===== config.mk =====
export PLATFORM = sky130hd
export DESIGN_NAME = tune_sequencer
export DESIGN_NICKNAME = d
export VERILOG_FILES = /design/src/rtl/tune_sequencer.sv
export SDC_FILE = /design/constraint.sdc
export NUM_CORES = 1
export LEC_CHECK = 0
export ABC_CLOCK_PERIOD_IN_PS = 2500
export CAP_MARGIN = 20
export CORE_MARGIN = 8
export CORE_UTILIZATION = 55
export CTS_BUF_LIST = sky130_fd_sc_hd__clkbuf_4
export CTS_CLUSTER_DIAMETER = 40
export DETAILED_ROUTE_END_ITERATION = 8
export HOLD_SLACK_MARGIN = 0.06
export PLACE_DENSITY = 0.95
export SYNTH_ARGS = -nofsm -noshare
export SYNTH_HDL_FRONTEND = slang
export SYNTH_SLANG_ARGS = --single-unit

===== constraint.sdc =====
create_clock -name clk -period 2.5 [get_ports clk]
set_clock_uncertainty 0.05 [all_clocks]
set_input_delay 0.5 -clock clk [delete_from_list [all_inputs] [get_ports clk]]
set_output_delay 0.5 -clock clk [all_outputs]
set_load 0.05 [all_outputs]

===== src/rtl/tune_sequencer.sv =====
// Tune sequencer: walks a synchronous note ROM and plays each {note,dur} entry
// for dur milliseconds. A silent gap follows each note. Start, stop and loop
// control are provided, along with a one-cycle beat pulse at the start of each note.
module tune_sequencer #(
    parameter int ADDR_W = 5,
    parameter int NOTE_W = 8,
    parameter int DUR_W  = 8,
    parameter int GAP_MS = 1
) (
    input  logic                    clk,
    input  logic                    rst_n,
    input  logic [15:0]             ticks_per_milli,
    input  logic                    start,
    input  logic                    stop,
    input  logic                    loop_en,
    output logic [ADDR_W-1:0]       rom_addr,
    input  logic [NOTE_W+DUR_W-1:0] rom_data,
    output logic [NOTE_W-1:0]       note_out,
    output logic                    note_valid,
    output logic                    beat,
    output logic                    busy,
    output logic                    done
);

    typedef enum logic [2:0] {IDLE, FETCH, WAIT, PLAY, GAP} state_t;

    localparam logic [ADDR_W-1:0] LAST_ADDR = '1;
    localparam logic [DUR_W-1:0]  GAP_CNT   = DUR_W'(GAP_MS);
    localparam logic [DUR_W-1:0]  ONE_MS    = DUR_W'(1);

    state_t             state;
    logic [15:0]        presc;
    logic [DUR_W-1:0]   ms_cnt;
    logic [15:0]        tpm_eff;
    logic [NOTE_W-1:0]  rom_note;
    logic [DUR_W-1:0]   rom_dur;
    logic               ms_tick;
    logic               period_end;
    logic               advance;

    // Split the ROM word and derive the ms timing strobes
    always_comb begin
        {rom_note, rom_dur} = rom_data;
        tpm_eff    = (ticks_per_milli == 16'd0) ? 16'd1 : ticks_per_milli;
        ms_tick    = (presc == 16'd0);
        period_end = ms_tick && (ms_cnt == ONE_MS);
        advance    = period_end && ((state == GAP) || (state == PLAY && GAP_MS == 0));
    end

    // Sequencer FSM with registered outputs. The prescaler is a down-counter
    // reloaded from ticks_per_milli, so a new rate only applies at the next reload.
    always_ff @(posedge clk or negedge rst_n) begin
        if (!rst_n) begin
            state      <= IDLE;
            presc      <= '0;
            ms_cnt     <= '0;
            rom_addr   <= '0;
            note_out   <= '0;
            note_valid <= 1'b0;
            beat       <= 1'b0;
            busy       <= 1'b0;
            done       <= 1'b0;
        end else begin
            beat <= 1'b0;
            done <= 1'b0;
            if (stop) begin
                state      <= IDLE;
                presc      <= '0;
                ms_cnt     <= '0;
                rom_addr   <= '0;
                note_valid <= 1'b0;
                busy       <= 1'b0;
            end else begin
                case (state)
                    IDLE: begin
                        rom_addr <= '0;
                        if (start) begin
                            state <= FETCH;
                            busy  <= 1'b1;
                        end
                    end
                    FETCH: state <= WAIT;
                    WAIT: begin
                        if (rom_dur == '0) begin
                            if (loop_en && rom_addr != '0) begin
                                rom_addr <= '0;
                                state    <= FETCH;
                            end else begin
                                rom_addr <= '0;
                                done     <= 1'b1;
                                busy     <= 1'b0;
                                state    <= IDLE;
                            end
                        end else begin
                            note_out   <= rom_note;
                            note_valid <= (rom_note != '0);
                            beat       <= 1'b1;
                            ms_cnt     <= rom_dur;
                            presc      <= tpm_eff - 16'd1;
                            state      <= PLAY;
                        end
                    end
                    PLAY, GAP: begin
                        if (ms_tick) begin
                            presc <= tpm_eff - 16'd1;
                            if (!period_end)
                                ms_cnt <= ms_cnt - ONE_MS;
                        end else begin
                            presc <= presc - 16'd1;
                        end
                        if (period_end) begin
                            note_valid <= 1'b0;
                            if (advance) begin
                                if (rom_addr == LAST_ADDR) begin
                                    rom_addr <= '0;
                                    if (loop_en) begin
                                        state <= FETCH;
                                    end else begin
                                        done  <= 1'b1;
                                        busy  <= 1'b0;
                                        state <= IDLE;
                                    end
                                end else begin
                                    rom_addr <= rom_addr + 1'b1;
                                    state    <= FETCH;
                                end
                            end else begin
                                ms_cnt <= GAP_CNT;
                                state  <= GAP;
                            end
                        end
                    end
                    default: state <= IDLE;
                endcase
            end
        end
    end

endmodule


== Yosys cells after proc, flatten, opt, wreduce, memory -nomap -nowiden ==
Index checks and enable logic that the tools add are counted.
Storage, ports and cells
  register bits: 44
  input port bits: 37
  output and inout bits: 17
  word-level logic and storage cells: 98
Operators by class
  add/sub/neg operators: 4
  equality and inequality tests: 14
  muxes and demuxes: 51
  bitwise gates (word level): 2
  reduce and logical (&&, ||, !) cells: 18
Operators with widths (count)
  $mux 16: 4
  $mux 8: 6
  $logic_not 16->1: 2
  $pmux 16 s2: 1
  $sub 16x1->16 const B: 2
  $mux 5: 5
  $ne 3x3->1 const B: 8
  $mux 1: 23
  $mux 3: 6
  $pmux 8 s2: 1
  $pmux 5 s3: 1
  $pmux 3 s4: 1
  $eq 8x1->1 const B: 1
  $logic_not 8->1: 1
  $reduce_and 8->1: 1
  $reduce_bool 8->1: 1
  $sub 8x1->8 const B: 1
  $eq 3x2->1 const B: 2
  $reduce_and 3->1: 2
  $add 5x1->5 const B: 1
  $eq 5x5->1 const B: 1
  $reduce_bool 5->1: 1
  $pmux 1 s2: 2
  $reduce_and 2->1: 2
  10 further kinds: 13

== Depth between registers and ports, before layout ==
Gate-level depths: netlist of the first run.
  depth in word-level cells: 8
  mapped depth: 9
  gate-level depth less buffers: 9

== Worst setup path after synthesis of the first run ==
OpenSTA, ideal clock, no wires.
  path kind: input to register
  start: input port ticks_per_milli[0]
  end: register presc[12]
  library setup time: 0.126 ns
  arrival time: 2.256 ns
  required time: 2.324 ns
  setup slack: 0.068 ns
  stages: 9
  buffers on the path: 0
  path through: or4_1 > nor2_1 > a21oi_1 > ha_1 > nor3b_1 > nand3_1 > xor2_1 > nor2_1 > a221o_1
Between the ends
  longest elaborated chain between the ends: 6
  elaborated cells on any way between the ends: 7
  those cells by class: add/sub (1); mux (5); reduce/logical (1)
RTL lines
  start, declared: line 12  | input logic [15:0] ticks_per_milli,
  $logic_not 16->1: line 44  | tpm_eff = (ticks_per_milli == 16'd0) ? 16'd1 : ticks_per_milli;
  $mux 16 (*): line 44
  $sub 16x1->16 (*): line 99, 105
  $mux 16, on equally long branches: line 104, 84
  $pmux 16 s2 (*): line 74  | case (state)
  $mux 16 (*): line 66  | if (stop) begin
  end signal, assigned: line 99  | presc <= tpm_eff - 16'd1;
  end signal, assigned: line 105  | presc <= tpm_eff - 16'd1;
  end signal, assigned: line 109  | presc <= presc - 16'd1;
  end, declared: line 32  | logic [15:0] presc;
Mark *: on every way between the ends. The rest lies on a longest branch, timed or not. The select of a mux whose other input is x is not followed.
A chain may end at the register's enable or synchronous reset.

== Worst setup path after layout of the first run ==
  start: input port rom_data[4]
  end: register presc[4]
Between the ends
  longest elaborated chain between the ends: 3
RTL lines
  start, declared: line 17  | input logic [NOTE_W+DUR_W-1:0] rom_data,
  $logic_not 8->1: line 84  | if (rom_dur == '0) begin
  $ne 3x3->1 (no line)
  $reduce_and 2->1 (no line)
No other way between the ends.

==> results of run 1 <==
metal layers:
metal | vias up | routed length [um] | GRT usage, % | share of wire (%)
met5 | - | 0 | 0 | 0
met4 | 0 | 542 | 11.7 | 5.3
met3 | 74 | 952 | 4.66 | 9.3
met2 | 279 | 5000 | 39.0 | 49
met1 | 1616 | 3720 | 25.9 | 36
li1 | 1592 | - | - | -
repair_timing:
item                                    in CTS  in global routing
gates resized for setup                      5                 11
setup buffers                                0                  9
pin swaps                                    1                  5
endpoints found under the setup margin      13                 22
cell families after synthesis:
family                     synth area share [%]
AOI/OAI and AO/OA                          21.0
xor gates and xnor gates                   2.58
adders and majority gates                  2.87
buffers and inverters                      4.55
DFF                                        36.1
muxes                                      3.61
and+or+nand+nor                            29.3
final timing paths:
path | from | endpoint | slack [ps] | cells past startpoint
max in group asynchronous | rst_n | presc[12]$_DFFE_PN0P_ | 1840 | 2
min in group clk | note_out[5]$_DFFE_PN0P_ | note_out[5]$_DFFE_PN0P_ | 470 | 1
hold / removal | rst_n | done$_DFF_PN0_ | 140 | 2
setup reg to reg | presc[1]$_DFFE_PN0P_ | rom_addr[2]$_DFFE_PN0P_ | 80 | 9
hold reg to reg | note_out[5]$_DFFE_PN0P_ | note_out[5]$_DFFE_PN0P_ | 470 | 1
setup / recovery | rom_data[4] | presc[4]$_DFFE_PN0P_ | 70 | 7
synthesized netlist by cell type, types with 2 or more instances:
library cell	n	area (um^2)
o21ai_0	24	120
a31oi_1	9	56.3
nand4b_1	4	35.0
mux2_2	8	90.1
a211oi_1	3	22.5
mux2i_1	2	20.0
a21oi_1	20	100
a32o_1	8	80.1
buf_6	2	22.5
dfrtp_1	44	1100
o31ai_1	5	37.5
xnor2_1	3	26.3
a221o_1	3	30.0
nor4b_1	2	17.5
or4_1	14	105
nor2_1	33	124
nor4_1	14	87.6
buf_2	6	30.0
o2111ai_1	2	17.5
clkbuf_1	7	26.3
or3b_2	3	26.3
nor3b_1	6	45.0
nand3_1	15	75.1
nor3_1	16	80.1
and3_1	2	12.5
inv_1	14	52.6
o211ai_1	6	45.0
o22ai_1	2	12.5
ha_1	7	87.6
nand2b_1	5	31.3
or2_2	2	12.5
nand2_1	29	109
xor2_1	6	52.6
o41ai_1	2	17.5
or3_1	6	37.5
a211o_1	2	17.5
sequential cells by signal (all words and copies together) (netlist names):
register / cells
done: 1
note_valid: 1
state: 3
busy: 1
rom_addr: 5
presc: 16
note_out: 8
beat: 1
ms_cnt: 8
layout make-up:
class / instances / area (um^2)
Tap cell: 72 / 90.1
Sequential cell: 44 / 1100
Fill cell: 336 / 1210
Clock inverter: 3 / 42.5
Timing Repair Buffer: 121 / 1040
Multi-Input combinational cell: 282 / 1860
Inverter: 14 / 52.6
Clock buffer: 5 / 37.5
power groups by stage:
stage | logic [uW] | registers, uW | clock network, uW
3_5_place_dp | 1180 | 904 | 0
2_1_floorplan | 544 | 1100 | 0
3_3_place_gp | 1140 | 894 | 0
6_report | 1330 | 898 | 461
5_1_grt | 1400 | 909 | 494
4_1_cts | 1200 | 891 | 460
per-stage QoR:
stage          setup TNS [ps]  cell area [um^2]  total power, uW
2_1_floorplan               0              3050             1640
3_5_place_dp            -4830              4020             2080
5_1_grt                 -88.7              4230             2810
6_report                    0              4230             2690
3_3_place_gp            -3520              4020             2030
4_1_cts                     0              4120             2550
==> results.sh, run 1 <==
export IMPL_grt_usage_pct=22.7
export IMPL_ys_warnings_count=0
export IMPL_stdcell_count=541
export IMPL_slowest_delay_ps=610
export IMPL_period_minus_slack_ps=2430
export IMPL_drv_cap=0
export IMPL_slew_viol_final=0
export IMPL_mostFrequentLayoutCell="buf_4"
export IMPL_grt_pass1_vias=3384
export IMPL_post_drt_via_cell_ratio=6.58
export IMPL_cts_buffers_inserted=5
export IMPL_core_um2=5440
export IMPL_finalSetupViolCount=0
export IMPL_grt_pass1_wl_mm=15.7
export IMPL_worstPathArrival_ps=2640
export IMPL_placed_cells=524
export IMPL_io_buffers=53
export IMPL_seqPwrFrac_pct=33.4
export IMPL_worst_path_max_delay_cell="or4_1"
export IMPL_ys_flop_type="dfrtp_1"
export IMPL_syn_area_um2=3050
export IMPL_cts_tree="built"
export IMPL_die_height_um=90.5
export IMPL_pin_count=54
export IMPL_cts_hold_buf=0
export IMPL_numClockSinks=44
export IMPL_power_density_nw_per_um2=637
export IMPL_intPower_uw=1590
export IMPL_pwr_share_comb_pct=49.5
export IMPL_cp_required_ps=2700
export IMPL_drive_gt1_share_pct=22.2
export IMPL_worstMarginPinSlew_ps=580
export IMPL_rows=27
export IMPL_synthArstFlopShare_pct=100
export IMPL_synth_edf_count=0
export IMPL_syn_instance_count=356
export IMPL_clock_latency_ps=380
export IMPL_dieArea_um2=8190
export IMPL_finalHoldViolCount=0
export IMPL_post_route_util_pct=77.7
export IMPL_max_slew_margin_pct=61.3
export IMPL_crit_path_start_kind="primary input"
export IMPL_p_sw_uw=1100
export IMPL_grt_max_degree=45
export IMPL_drt_iter0_drc=302
export IMPL_min_period_over_period_pct=97.3
export IMPL_root_buffer="clkbuf_4"
export IMPL_ant_nets=0
export IMPL_diodes=0
export IMPL_postSynthAreaPerCell_um2=8.57
export IMPL_p_leak_uw=0.00182
export IMPL_clockPowerShare_pct=17.2
export IMPL_fmax_mhz=411
export IMPL_crit_family="simple AND/OR/NAND/NOR gates"
export IMPL_fin_nets=512
export IMPL_pre_cts_ws_ps=-415
export IMPL_vias=3561
export IMPL_seq_area_frac_synth_pct=36.1
export IMPL_die_w_um=90.5
export IMPL_crit_path_end_kind="flop"
export IMPL_clock_path_buffers=2
export IMPL_grt_ovfl_total=0
export IMPL_fin_ws_ps=67.5
export IMPL_whs_ps=141
export IMPL_holdCritPathClass="in2async"
export IMPL_power_share_switching_pct=40.9
export IMPL_gp_congestion=1.05
export IMPL_ys_types=56
export IMPL_worstPathBufferInverterCount=2
export IMPL_irDropWorstVdd_mv=0.553
export IMPL_cp_max_fo=10
export IMPL_post_drt_wl_per_cell_um=18.9
export IMPL_grt_antenna_before_repair=0
export IMPL_dr_pass1_iters=5
export IMPL_dpl_hpwl_mm=7.00
export IMPL_syn_nets=400
export IMPL_cts_clk_slew_worst_paths_ps=140
export IMPL_worstSetupPathType="in2reg"
export IMPL_synthToLayoutAreaGrowth_pct=38.5
export IMPL_start_util_pct=56.1
export IMPL_status="finished clean"
export IMPL_layout_common_cells="buf_4 (67), clkdlybuf4s50_1 (51), dfrtp_1 (43)"
export IMPL_drc_errors=0
export IMPL_crit_chain="clkdlybuf4s50_1 > or4_1 > o21ai_2 > buf_4 > nand2_1 > nand3_1 > o311ai_0"
export IMPL_ys_ff_latch=44
export IMPL_htree_num_levels=2
export IMPL_drt_total_wl_mm=10.2
Power figures use the tool's default switching activity.
==> run 2, diff against run 1 <==
- CORE_UTILIZATION: 55 -> 53
- CTS_BUF_LIST: sky130_fd_sc_hd__clkbuf_4 -> unset
- PLACE_DENSITY: 0.95 -> 0.92
- REMOVE_ABC_BUFFERS: unset -> 1
- TNS_END_PERCENT: unset -> 10
==> results.sh, run 2 (synthesis results as in run 1) <==
export IMPL_status="finished clean"
export IMPL_io_buffers=53
export IMPL_irDropWorstVdd_mv=0.356
export IMPL_die_height_um=91.9
export IMPL_grt_antenna_before_repair=0
export IMPL_min_period_over_period_pct=98.4
export IMPL_post_drt_wl_per_cell_um=18.6
export IMPL_worst_path_max_delay_cell="or4_4"
export IMPL_worstPathBufferInverterCount=2
export IMPL_layout_common_cells="buf_4 (73), dfrtp_1 (44), clkdlybuf4s50_1 (40)"
export IMPL_worstMarginPinSlew_ps=570
export IMPL_grt_pass1_wl_mm=16.7
export IMPL_p_leak_uw=0.00193
export IMPL_gp_congestion=0.957
export IMPL_grt_pass1_vias=3556
export IMPL_largest_register="presc"
export IMPL_crit_cells=11
export IMPL_cts_buffers_inserted=5
export IMPL_drc_errors=0
export IMPL_finalSetupTns_ps=0
export IMPL_drt_iter0_drc=372
export IMPL_holdCritPathClass="reg2reg"
export IMPL_slowest_delay_ps=440
export IMPL_finalSetupViolCount=0
export IMPL_crit_end="presc[12]$_DFFE_PN0P_"
export IMPL_crit_path_start_kind="primary input"
export IMPL_core_um2=5540
export IMPL_cp_max_fo=5
export IMPL_largest_reg_flops=16
export IMPL_htree_num_levels=2
export IMPL_dpl_hpwl_mm=7.20
export IMPL_diodes=0
export IMPL_whs_ps=465
export IMPL_synthToLayoutAreaGrowth_pct=43.1
export IMPL_drive_gt1_share_pct=25.2
export IMPL_ant_nets=0
export IMPL_power_density_nw_per_um2=613
export IMPL_pin_count=54
export IMPL_slew_viol_final=0
export IMPL_cts_tree="built"
export IMPL_critPathLaunch="ticks_per_milli[6]"
export IMPL_crit_family="simple AND/OR/NAND/NOR gates"
export IMPL_grt_usage_pct=23.8
export IMPL_drv_cap=0
export IMPL_numClockSinks=44
export IMPL_worstPathArrival_ps=2600
export IMPL_worst_r2r_endpoint="presc[11]$_DFFE_PN0P_"
export IMPL_reg2reg_slack_ps=80
export IMPL_period_minus_slack_ps=2460
export IMPL_crit_chain="clkdlybuf4s50_1 > or4_4 > nor2_4 > a21oi_2 > ha_2 > nor3b_2 > buf_4 > nand3_2 > xor2_1 > nor2_1 > a221o_1"
export IMPL_worst_r2r_path_depth=7
export IMPL_dieArea_um2=8440
export IMPL_root_buffer="clkbuf_8"
export IMPL_crit_path_end_kind="flop"
export IMPL_cts_clk_slew_worst_paths_ps=90
export IMPL_rsz0062_at_grt="yes"
export IMPL_drt_total_wl_mm=10.2
export IMPL_reg_top3="presc: 16 flops, ms_cnt: 8 flops, note_out: 8 flops"
export IMPL_cp_required_ps=2640
export IMPL_worstSetupPathType="in2reg"
export IMPL_post_drt_via_cell_ratio=6.57
export IMPL_vias=3600
export IMPL_fmax_mhz=407
export IMPL_mostFrequentLayoutCell="buf_4"
export IMPL_fin_nets=519
export IMPL_start_util_pct=55.1
export IMPL_dr_pass1_iters=6
export IMPL_total_power_uw=2670
export IMPL_finalHoldViolCount=0
export IMPL_grt_ovfl_total=0
export IMPL_rows=27
export IMPL_clock_latency_ps=300
export IMPL_grt_max_degree=20
export IMPL_max_slew_margin_pct=61.0
export IMPL_die_w_um=91.9
export IMPL_r2r_start="presc[1]$_DFFE_PN0P_"
export IMPL_clock_path_buffers=2
==> run 2: changes by cell type in the layout (fill, tap and decap cells not counted), sizes merged <==
cell	change
clkinv	-1
buf	+6
dlygate4sd3	+1
clkdlybuf4s50	-11
bufinv	-1
clkinvlp	+2
dlymetal6s2s	+7
dlygate4sd2	+4
==> run 2: timing repair <==
action / in CTS / in global routing
hold endpoints to repair: 11 / 0
pin swaps: 6 / 10
hold buffers: 1 / 0
resized for setup: 17 / 21
setup buffers: 1 / 5
endpoints found under the setup margin: 13 / 22
==> run 2: cell type report <==
class,count,area [um^2]
Timing Repair Buffer,128,1110
Sequential cell,44,1100
Clock inverter,3,23.8
Inverter,14,52.6
Clock buffer,5,68.8
Fill cell,356,1180
Multi-Input combinational cell,282,1920
Tap cell,72,90.1
==> run 2: worst reg2reg max path: stages, from the launching register on <==
cell and delay (ps):
dfrtp_1 430, inv_2 90, ha_4 140, or3b_4 420, nor4_4 350, nand2b_2 310, o21ai_0 140, a221o_1 380
==> run 2: how the worst min path moves through the flow <==
stage,start,to,slack (ps),cells after the start
after global placement,rst_n,rom_addr[0]$_DFFE_PN0P_,350,1
after CTS,note_out[0]$_DFFE_PN0P_,note_out[0]$_DFFE_PN0P_,460,1
final,note_out[0]$_DFFE_PN0P_,note_out[0]$_DFFE_PN0P_,460,1
after global routing,note_out[3]$_DFFE_PN0P_,note_out[3]$_DFFE_PN0P_,490,1
after detailed placement,rst_n,rom_addr[1]$_DFFE_PN0P_,350,1
after floorplan,rst_n,beat$_DFF_PN0_,150,0
==> run 2: layer usage <==
metal	global-route usage (%)	wire length [um]	vias to the layer above
met4	11.4	419	0
met1	26.8	3800	1688
met2	42.0	5110	255
li1	-	-	1603
met3	4.56	879	54
met5	0	0	-
==> run 2: where the power goes <==
part / leakage, uW / switching (uW) / internal [uW]
logic: 0.00130 / 750 / 560
registers: 0.000586 / 84.8 / 813
clock network: 0.0000404 / 269 / 198
==> run 2: per-stage QoR <==
stage               worst slack [ps]  std cells  utilization (%)  cell area (um^2)
floorplan                       -492        340                -              2960
global placement                -382        533             73.8              4090
detailed placement              -484        533             73.8              4090
CTS                             3.69        543             76.6              4250
global route                   -27.1        548             78.8              4360
finish                          40.5        548             78.8              4360
